## config.mk

```make
export PLATFORM = sky130hd
export DESIGN_NAME = osd_dii_arbiter
export DESIGN_NICKNAME = d
export VERILOG_FILES = /design/src/rtl/osd_dii_arbiter.sv
export SDC_FILE = /design/constraint.sdc
export NUM_CORES = 1
export LEC_CHECK = 0
export ABC_AREA = 1
export BUFFER_PORTS_ARGS = -buffer_cell sky130_fd_sc_hd__buf_2
export CORE_MARGIN = 2
export CORE_UTILIZATION = 28
export CTS_CLUSTER_SIZE = 10
export DETAILED_ROUTE_END_ITERATION = 8
export GPL_ROUTABILITY_DRIVEN = 0
export MAX_ROUTING_LAYER = met4
export PLACE_DENSITY = 0.83
export SYNTH_ARGS = -nofsm -noshare
export SYNTH_HDL_FRONTEND = slang
export SYNTH_SLANG_ARGS = --single-unit
```

## constraint.sdc

```tcl
create_clock -name clk -period 1.2 [get_ports clk]
set_input_delay 0.06 -clock clk [delete_from_list [all_inputs] [get_ports clk]]
set_output_delay 0.06 -clock clk [all_outputs]
set_load 0.01 [all_outputs]
```

## src/rtl/osd_dii_arbiter.sv

```systemverilog
// osd_dii_arbiter: packet-atomic round-robin arbiter of NUM_IN DII flit sources onto debug_out.
// Flit layout {valid, last, data[15:0]}; define OSD_DII_ARB_PRIO0_EN to give source 0 fixed priority.
module osd_dii_arbiter #(
    parameter int NUM_IN      = 2,
    parameter int MAX_PKT_LEN = 0
) (
    input  logic                      clk,
    input  logic                      rst,
    input  logic [NUM_IN*18-1:0]      in_flit,
    output logic [NUM_IN-1:0]         in_ready,
    output logic [17:0]               debug_out,
    input  logic                      debug_out_ready,
    output logic [$clog2(NUM_IN)-1:0] grant_id,
    output logic                      err_oversize
);
    // state | meaning
    // IDLE  | no grant held; arbitrate among valid sources
    // PASS  | granted source drives debug_out until its last (or a forced last)
    // DRAIN | packet was truncated; discard source flits up to its own last

    localparam int GW = $clog2(NUM_IN);
`ifdef OSD_DII_ARB_PRIO0_EN
    localparam bit PRIO0 = 1'b1;
`else
    localparam bit PRIO0 = 1'b0;
`endif
    // With source 0 on fixed priority, round-robin only covers sources 1..NUM_IN-1.
    localparam int RR_LO = PRIO0 ? 1 : 0;

    typedef enum logic [1:0] {IDLE, PASS, DRAIN} state_t;

    state_t            state;
    state_t            next_state;
    logic [GW-1:0]     grant;
    logic [GW-1:0]     rr_ptr;
    logic [GW-1:0]     winner;
    logic [GW-1:0]     win_hi;
    logic [GW-1:0]     win_lo;
    logic              found_hi;
    logic [NUM_IN-1:0] src_valid;
    logic [17:0]       sel_flit;
    logic              sel_valid;
    logic              sel_last;
    logic              hs;
    logic              trunc;
    logic              pkt_end;

    for (genvar i = 0; i < NUM_IN; i++) begin : g_unpack
        assign src_valid[i] = in_flit[i*18+17];
    end

    always_comb begin
        sel_flit = '0;
        for (int i = 0; i < NUM_IN; i++) begin
            if (grant == GW'(i)) sel_flit = in_flit[i*18 +: 18];
        end
    end

    assign sel_valid = sel_flit[17];
    assign sel_last  = sel_flit[16];
    assign hs        = (state == PASS) && sel_valid && debug_out_ready;
    assign pkt_end   = hs && (sel_last || trunc);

    // Lowest valid index above rr_ptr wins; otherwise wrap to the lowest valid index.
    always_comb begin
        win_hi   = '0;
        win_lo   = '0;
        found_hi = 1'b0;
        for (int i = NUM_IN - 1; i >= RR_LO; i--) begin
            if (src_valid[i]) begin
                if (GW'(i) > rr_ptr) begin
                    win_hi   = GW'(i);
                    found_hi = 1'b1;
                end else begin
                    win_lo = GW'(i);
                end
            end
        end
        winner = found_hi ? win_hi : win_lo;
        if (PRIO0 && src_valid[0]) winner = '0;
    end

    if (MAX_PKT_LEN > 0) begin : g_guard
        localparam int CW = $clog2(MAX_PKT_LEN + 1);
        logic [CW-1:0] cnt;

        assign trunc = (cnt == CW'(MAX_PKT_LEN - 1)) && !sel_last;

        always_ff @(posedge clk) begin
            if (rst)          cnt <= '0;
            else if (pkt_end) cnt <= '0;
            else if (hs)      cnt <= cnt + 1'b1;
        end
    end else begin : g_no_guard
        assign trunc = 1'b0;
    end

    always_ff @(posedge clk) begin
        if (rst) state <= IDLE;
        else     state <= next_state;
    end

    always_comb begin
        next_state = state;
        case (state)
            IDLE:    if (|src_valid) next_state = PASS;
            PASS:    if (pkt_end) next_state = trunc ? DRAIN : IDLE;
            DRAIN:   if (sel_valid && sel_last) next_state = IDLE;
            default: next_state = IDLE;
        endcase
    end

    always_comb begin
        in_ready     = '0;
        debug_out    = '0;
        err_oversize = 1'b0;
        case (state)
            PASS: begin
                debug_out = {sel_valid, sel_last || trunc, sel_flit[15:0]};
                for (int i = 0; i < NUM_IN; i++) begin
                    if (grant == GW'(i)) in_ready[i] = debug_out_ready;
                end
                err_oversize = hs && trunc;
            end
            DRAIN: begin
                for (int i = 0; i < NUM_IN; i++) begin
                    if (grant == GW'(i)) in_ready[i] = 1'b1;
                end
            end
            default: ;
        endcase
    end

    always_ff @(posedge clk) begin
        if (rst) begin
            grant  <= '0;
            rr_ptr <= GW'(NUM_IN - 1);
        end else begin
            if (state == IDLE && |src_valid) grant <= winner;
            if (pkt_end && !(PRIO0 && grant == '0)) rr_ptr <= grant;
        end
    end

    assign grant_id = grant;

endmodule

```

Yosys cells after proc, flatten, opt, wreduce, memory -nomap -nowiden
Index checks and enable logic that the tools add are counted.
Widths: inputs -> output; s select.
{ "totals": {"output_inout_bits": 22, "register_bits": 4, "inputBits": 39, "elab_cells": 40} }
{ "op_classes": {"n_lt_le_gt_ge": 2, "reduce_logical": 8, "n_mux": 22, "n_eq_ne": 5} }
{ "op_table": {"columns": ["cell", "count"], "rows": [
  ["$mux 18", 2],
  ["$mux 1", 15],
  ["$mux 2", 3],
  ["$ne 2x2->1 const B", 3],
  ["$pmux 2 s3", 1],
  ["$logic_and 1x1->1", 5],
  ["$pmux 2 s2", 1],
  ["$reduce_and 3->1", 1],
  ["$eq 2x1->1 const B", 1],
  ["$eq 2x2->1 const B", 1],
  ["$gt 1x1->1 const A", 2],
  ["$logic_not 2->1", 1],
  ["$reduce_or 2->1", 1]
]} }

Longest topological paths before layout
Gate-level depths: netlist of the first run.
{ "depth": {"word_depth": 6, "depth_mapped": 6} }

Worst setup path before layout of the first run
No wires, ideal clock.
{ "synth_timing": {"path_type": "reg-to-output", "start": "reg grant (netlist: grant_id)", "end": "out debug_out[11]", "required_ns": 1.140, "arrival_time_ns": 1.002, "path_stages_with_launch": 6, "path_slack_ns": 0.138, "cell_sequence": "dfxtp_1 inv_2 nand2_2 inv_2 buf_6 a22o_1"} }
{ "synth_between": {"elab_chain_len": 2} }
{ "synth_lines": {"columns": ["element", "line", "source"], "rows": [
  ["start: declaration", "34", "logic [GW-1:0] grant;"],
  ["start signal: assignment", "139", "if (state == IDLE && |src_valid) grant <= winner;"],
  ["$mux 18", "55", "if (grant == GW'(i)) sel_flit = in_flit[i*18 +: 18];"],
  ["$mux 18", "117", "case (state)"],
  ["end: declaration", "11", "output logic [17:0] debug_out,"]
]} }
No other way between the ends.

Worst setup path after layout of the first run
{ "layout_timing": {"start": "reg grant (netlist: grant_id)", "end": "out debug_out[9]"} }
Same word-level chain as after synthesis.

==> impl_metrics.json, run 1 <==
{
  "synth-async-reset-ratio_pct": 0,
  "timing.final.crit_share_pct": 100,
  "cap_violations": 0,
  "ys_seq_elements": 3,
  "htree_levels": 1,
  "critical_path.slowest_cell": "dfxtp_4",
  "grt_usage_pct": 19.2,
  "cp.depth": 4,
  "place_inst": 133,
  "hp-class": "in -> reg",
  "tritoncts": "done",
  "yosys_warnings": 0,
  "cts_root_buffer": "clkbuf_4",
  "power-per-cell-area_nw_per_um2": 714,
  "die_w_um": 41.8,
  "critPathBufInv": 2,
  "diodes": 0,
  "preCtsSetupSlack_ns": 0.0577,
  "num-nets-final": 166,
  "holdPathStages": 3,
  "drtPass1Iterations": 4,
  "start_kind": "flop",
  "instances_no_fill": 141,
  "max_stage_delay_ns": 0.36,
  "final_core_util_pct": 63.9,
  "timing.fmax_mhz": 830,
  "dr.first_iter.drc_count": 13,
  "synth_ff_type": "dfxtp_1",
  "wire_per_inst_um": 11.8,
  "grt_max_degree": 17,
  "dp_hpwl_um": 1320,
  "remaining_drc_errors": 0,
  "setup_viol": 2,
  "area_growth_pct": 111,
  "yosys.area.top_type": "a22o_1",
  "status": "finished, violations left",
  "timing.final.ws_setup_ns": -0.00541,
  "synth_edf_count": 0,
  "avgSynthCellArea_um2": 6.54,
  "cts_num_sinks": 3,
  "path_clk_slew_ns": 0.03,
  "initial_utilization_pct": 30.3,
  "ant_nets": 0,
  "rrSetupSlack_ns": 0.18,
  "path_cells": "nand2_4 -> clkinv_4 -> a22o_2 -> buf_6",
  "synthDistinctLibCells": 15,
  "cts_buffers": 3,
  "finalHoldViolCount": 0,
  "synth_top_cell_area_share_pct": 21.9,
  "hold_ws_ns": 0.0649,
  "yosysMostFrequentCell": "nand2_1",
  "via_count": 672,
  "io_buffers": 59,
  "cts_buffer_depth": 2,
  "antenna_found_initial": 0,
  "syn_inst": 61,
  "fin_worst_skew_ns": 0.000986,
  "cp_max_fo": 8,
  "critical_path_class": "reg -> out",
  "crit_family": "flip-flops",
  "clk_latency_ns": 0.23,
  "postSynthNetCount": 100,
  "synth_top_cells_by_count": "nand2_1, a22o_1, inv_1",
  "worstHoldStart": "rst",
  "worstPathRequired_ns": 1.14,
  "period_needed_ns": 1.21,
  "cp-startpoint": "grant_id",
  "violations": "negative setup slack",
  "grt_overflow": 0,
  "fill_cells": 114,
  "rsz0062_at_grt": "yes",
  "wl_um": 1670,
  "netlist_area_um2": 399,
  "maxSlewViolCount": 0,
  "grt_pass1_vias": 637,
  "power.leakage_uw": 0.000539,
  "rr_startpoint": "state[0]",
  "vias_per_cell": 4.77,
  "die_y_um": 41.8,
  "pin_count": 61,
  "dieArea_um2": 1740,
  "end_kind": "output pin",
  "core_um2": 1320,
  "ys_seq_area_share_pct": 15.0,
  "synth_area_leaders": "a22o_1, a22o_2, dfxtp_1",
  "ir_drop_mv": 0.521,
  "r2r_cells": 6,
  "rows": 13,
  "drive_gt1_share_pct": 67.5,
  "cp.arrival_ns": 1.15,
  "grt_first_pass_wirelength_um": 2550
}
## repair_timing
item / 4_1_cts / 5_1_grt
gates resized for setup: 10 / 15
hold buffers: 0 / 0
gates cloned: 1 / 0
pin swaps: 1 / 3
endpoints found under the setup margin: 16 / 18
buffers inserted: 2 / 1
## report_power, final
| group | switching, uW | total, uW | internal, uW |
|---|---|---|---|
| Clock | 47.8 | 172 | 124 |
| Sequential | 10.2 | 117 | 106 |
| Combinational | 146 | 312 | 166 |
| Total | 204 | 601 | 396 |
## cell families after synthesis
| logic type | share of synthesized area, % |
|---|---|
| AO/OA/AOI/OAI | 42.0 |
| buffers and inverters | 18.2 |
| flip-flops | 15.0 |
| other | 0.940 |
| AND/OR/NAND/NOR | 23.8 |
## tightest hold or removal path, cell delays in order
cell and delay [ns]:
buf_2 0.08, inv_1 0.04, nand3_1 0.08
## path summary, 6_finish.rpt
kind / end
max: debug_out[9]
min: rr_ptr
max reg2reg: rr_ptr
min reg2reg: rr_ptr
## metrics by stage
| stage | power [uW] | setup TNS [ns] | instance area (um^2) |
|---|---|---|---|
| floorplan | 251 | 0 | 399 |
| global placement | 364 | 0 | 691 |
| detailed placement | 369 | 0 | 691 |
| CTS | 567 | -0.135 | 767 |
| global route | 648 | -0.603 | 842 |
| finish | 601 | -0.00708 | 842 |
## state kept, by name, summed over array words and instances, names as in the netlist
name and cells:
rr_ptr 1, state 1, grant_id 1
## layout make-up
class                           instances  area [um^2]  area share, %
Tap cell                               15         18.8           2.23
Inverter                               11         56.3           6.69
Timing Repair Buffer                   63          363           43.1
Timing Repair inverter                  1         8.76           1.04
Multi-Input combinational cell         44          304           36.1
Clock buffer                            4         26.3           3.12
Sequential cell                         3         65.1           7.73
## routing by layer
| metal | vias to the layer above | global-route usage, % | part of all wire (%) |
|---|---|---|---|
| met5 | - | - | 0 |
| met4 | 0 | 5.81 | 0 |
| met3 | 0 | 8.26 | 11 |
| met2 | 39 | 36.6 | 52 |
| met1 | 292 | 16.8 | 37 |
| li1 | 341 | - | - |
## cell usage in the layout, fill, tap and decap left out, types with 2 or more instances in the layout
cell type,count
inv_1,8
nand2_2,3
nand2_1,8
nor2_1,3
clkbuf_4,3
clkinv_4,2
nand2_4,2
buf_2,53
a22o_2,5
o21ai_0,2
buf_6,6
nand3_1,5
buf_4,4
a21oi_1,2
a22o_1,10
(Power assumes the default switching activity.)
==> run 2, diff against run 1 <==
--- a/config.mk
+++ b/config.mk
@@ -8,12 +8,12 @@
 export ABC_AREA = 1
 export BUFFER_PORTS_ARGS = -buffer_cell sky130_fd_sc_hd__buf_2
 export CORE_MARGIN = 2
-export CORE_UTILIZATION = 28
+export CORE_UTILIZATION = 25
 export CTS_CLUSTER_SIZE = 10
 export DETAILED_ROUTE_END_ITERATION = 8
 export GPL_ROUTABILITY_DRIVEN = 0
 export MAX_ROUTING_LAYER = met4
-export PLACE_DENSITY = 0.83
+export PLACE_DENSITY = 0.79
 export SYNTH_ARGS = -nofsm -noshare
 export SYNTH_HDL_FRONTEND = slang
 export SYNTH_SLANG_ARGS = --single-unit
==> constraint.sdc (replaced) <==
create_clock -name clk -period 1.1 [get_ports clk]
set_input_delay 0.055 -clock clk [delete_from_list [all_inputs] [get_ports clk]]
set_output_delay 0.055 -clock clk [all_outputs]
set_load 0.01 [all_outputs]
==> impl_metrics.json, run 2 (synthesized netlist as in run 1, its figures left out) <==
{
  "area_growth_pct": 114,
  "cp_max_fo": 16,
  "dieArea_um2": 1930,
  "hp-class": "in -> reg",
  "period_needed_ns": 1.21,
  "cap_violations": 0,
  "dr.first_iter.drc_count": 7,
  "power.switching_uw": 239,
  "critical_path.slowest_cell": "dfxtp_4",
  "num-nets-final": 166,
  "maxSlewViolCount": 0,
  "drtPass1Iterations": 4,
  "setup_viol": 19,
  "preCtsSetupSlack_ns": 0.0307,
  "regArea_um2": 67.6,
  "power_frac_clock_pct": 30.1,
  "final_cell_mix": "buf_2, a22o_1, inv_1, nand2_1, buf_6",
  "wire_per_inst_um": 11.6,
  "ir_drop_mv": 0.644,
  "power-per-cell-area_nw_per_um2": 786,
  "hold_ws_ns": 0.0407,
  "drive_gt1_share_pct": 67.5,
  "critPathBufInv": 3,
  "antenna_found_initial": 0,
  "dp_hpwl_um": 1150,
  "instances_no_fill": 142,
  "tritoncts": "done",
  "timing.rr.end": "rr_ptr",
  "dpl_cell_area_um2": 699,
  "timing.fmax_mhz": 826,
  "stdcell_area_um2": 855,
  "internal_power_uw": 432,
  "start_kind": "flop",
  "cts_num_sinks": 3,
  "critical_path_class": "reg -> out",
  "grt_overflow": 0,
  "io_buffers": 59,
  "rsz0062_at_grt": "yes",
  "path_cells": "inv_4 -> nand2_4 -> inv_8 -> a22o_4 -> buf_6",
  "cts_hold_buf": 0,
  "violations": "negative setup slack",
  "power.leakage_uw": 0.000546,
  "pin_count": 61,
  "crit_family": "flip-flops",
  "max_stage_delay_ns": 0.37,
  "rrSetupSlack_ns": 0.10,
  "rows": 14,
  "fill_cells": 152,
  "final_common_cell": "buf_2",
  "cts_buffer_depth": 2,
  "grt_max_degree": 17,
  "r2r_cells": 6,
  "min_to": "rr_ptr",
  "grt_pass1_vias": 578,
  "timing.final.ws_setup_ns": -0.111,
  "remaining_drc_errors": 0,
  "via_count": 671,
  "status": "finished, violations left",
  "rr_startpoint": "state[0]",
  "cts_root_buffer": "clkbuf_4",
  "fin_worst_skew_ns": 0.000961,
  "die_w_um": 44.0,
  "switching_share_pct": 35.6,
  "ant_nets": 0,
  "grt_first_pass_wirelength_um": 2390,
  "multi_input_area_um2": 307,
  "diodes": 0,
  "cp.arrival_ns": 1.16,
  "worstHoldStart": "rst",
  "htree_levels": 1,
  "cts_buffers": 3,
  "grt_usage_pct": 17.3,
  "wl_um": 1650,
  "finalHoldViolCount": 0,
  "clk_latency_ns": 0.24,
  "holdPathStages": 3,
  "end_kind": "output pin",
  "path_clk_slew_ns": 0.04,
  "worstPathRequired_ns": 1.04,
  "p_seq_share_pct": 18.7,
  "die_y_um": 44.0,
  "vias_per_cell": 4.73,
  "initial_utilization_pct": 26.5,
  "timing.final.crit_share_pct": 110,
  "finalPower_uw": 671,
  "place_inst": 135,
  "core_um2": 1510,
  "power_frac_comb_pct": 51.2
}
==> run 2: layout make-up <==
| type | count | share of cell area [%] |
|---|---|---|
| clock buffers | 4 | 3.07 |
| multi-input cells | 44 | 35.9 |
| repair inverters | 1 | 1.02 |
| inverters | 11 | 6.88 |
| well taps | 16 | 2.34 |
| flip-flops and latches | 3 | 7.91 |
| repair buffers | 63 | 42.9 |
==> run 2: power groups by stage <==
| stage | logic, uW | registers [uW] | clock network, uW |
|---|---|---|---|
| 6_report | 343 | 126 | 202 |
| 3_3_place_gp | 275 | 123 | 0 |
| 5_1_grt | 371 | 127 | 217 |
| 3_5_place_dp | 279 | 123 | 0 |
| 4_1_cts | 316 | 125 | 212 |
| 2_1_floorplan | 147 | 127 | 0 |
==> run 2: through the flow <==
stage	setup TNS, ns	utilization, %
floorplan	0	-
global placement	0	46.4
detailed placement	0	46.4
CTS	-1.64	53.5
global route	-2.42	56.7
finish	-1.61	56.7
==> run 2: timing repair <==
| item | in CTS | in global routing |
|---|---|---|
| resized for setup | 19 | 9 |
| pin swaps | 1 | 4 |
| cloned | 1 | 0 |
| endpoints found under the hold margin | 0 | 0 |
| endpoints found under the setup margin | 18 | 19 |
| setup buffers | 0 | 2 |
==> run 2: how the worst max path moves through the flow <==
| stage | end | start | slack, ns | cells after the start |
|---|---|---|---|---|
| global placement | debug_out[8] | state[0] | 0.06 | 4 |
| global route | debug_out[5] | state[0] | -0.15 | 4 |
| detailed placement | debug_out[6] | state[0] | 0.03 | 4 |
| CTS | debug_out[6] | grant_id | -0.12 | 4 |
| finish | debug_out[8] | grant_id | -0.11 | 5 |
| floorplan | debug_out[11] | grant_id | 0.04 | 5 |
==> run 2: per-layer routing <==
| layer | share of wire, % | global-route usage, % | vias to the layer above |
|---|---|---|---|
| met5 | 0 | - | - |
| met4 | 3.1 | 10.9 | 0 |
| met3 | 12 | 3.33 | 6 |
| met2 | 50 | 29.4 | 46 |
| met1 | 35 | 18.0 | 280 |
| li1 | - | - | 339 |
==> run 2: tightest hold or removal path, cell delays in order <==
cell and delay (ns):
buf_2 0.07, inv_1 0.05, nand3_1 0.07
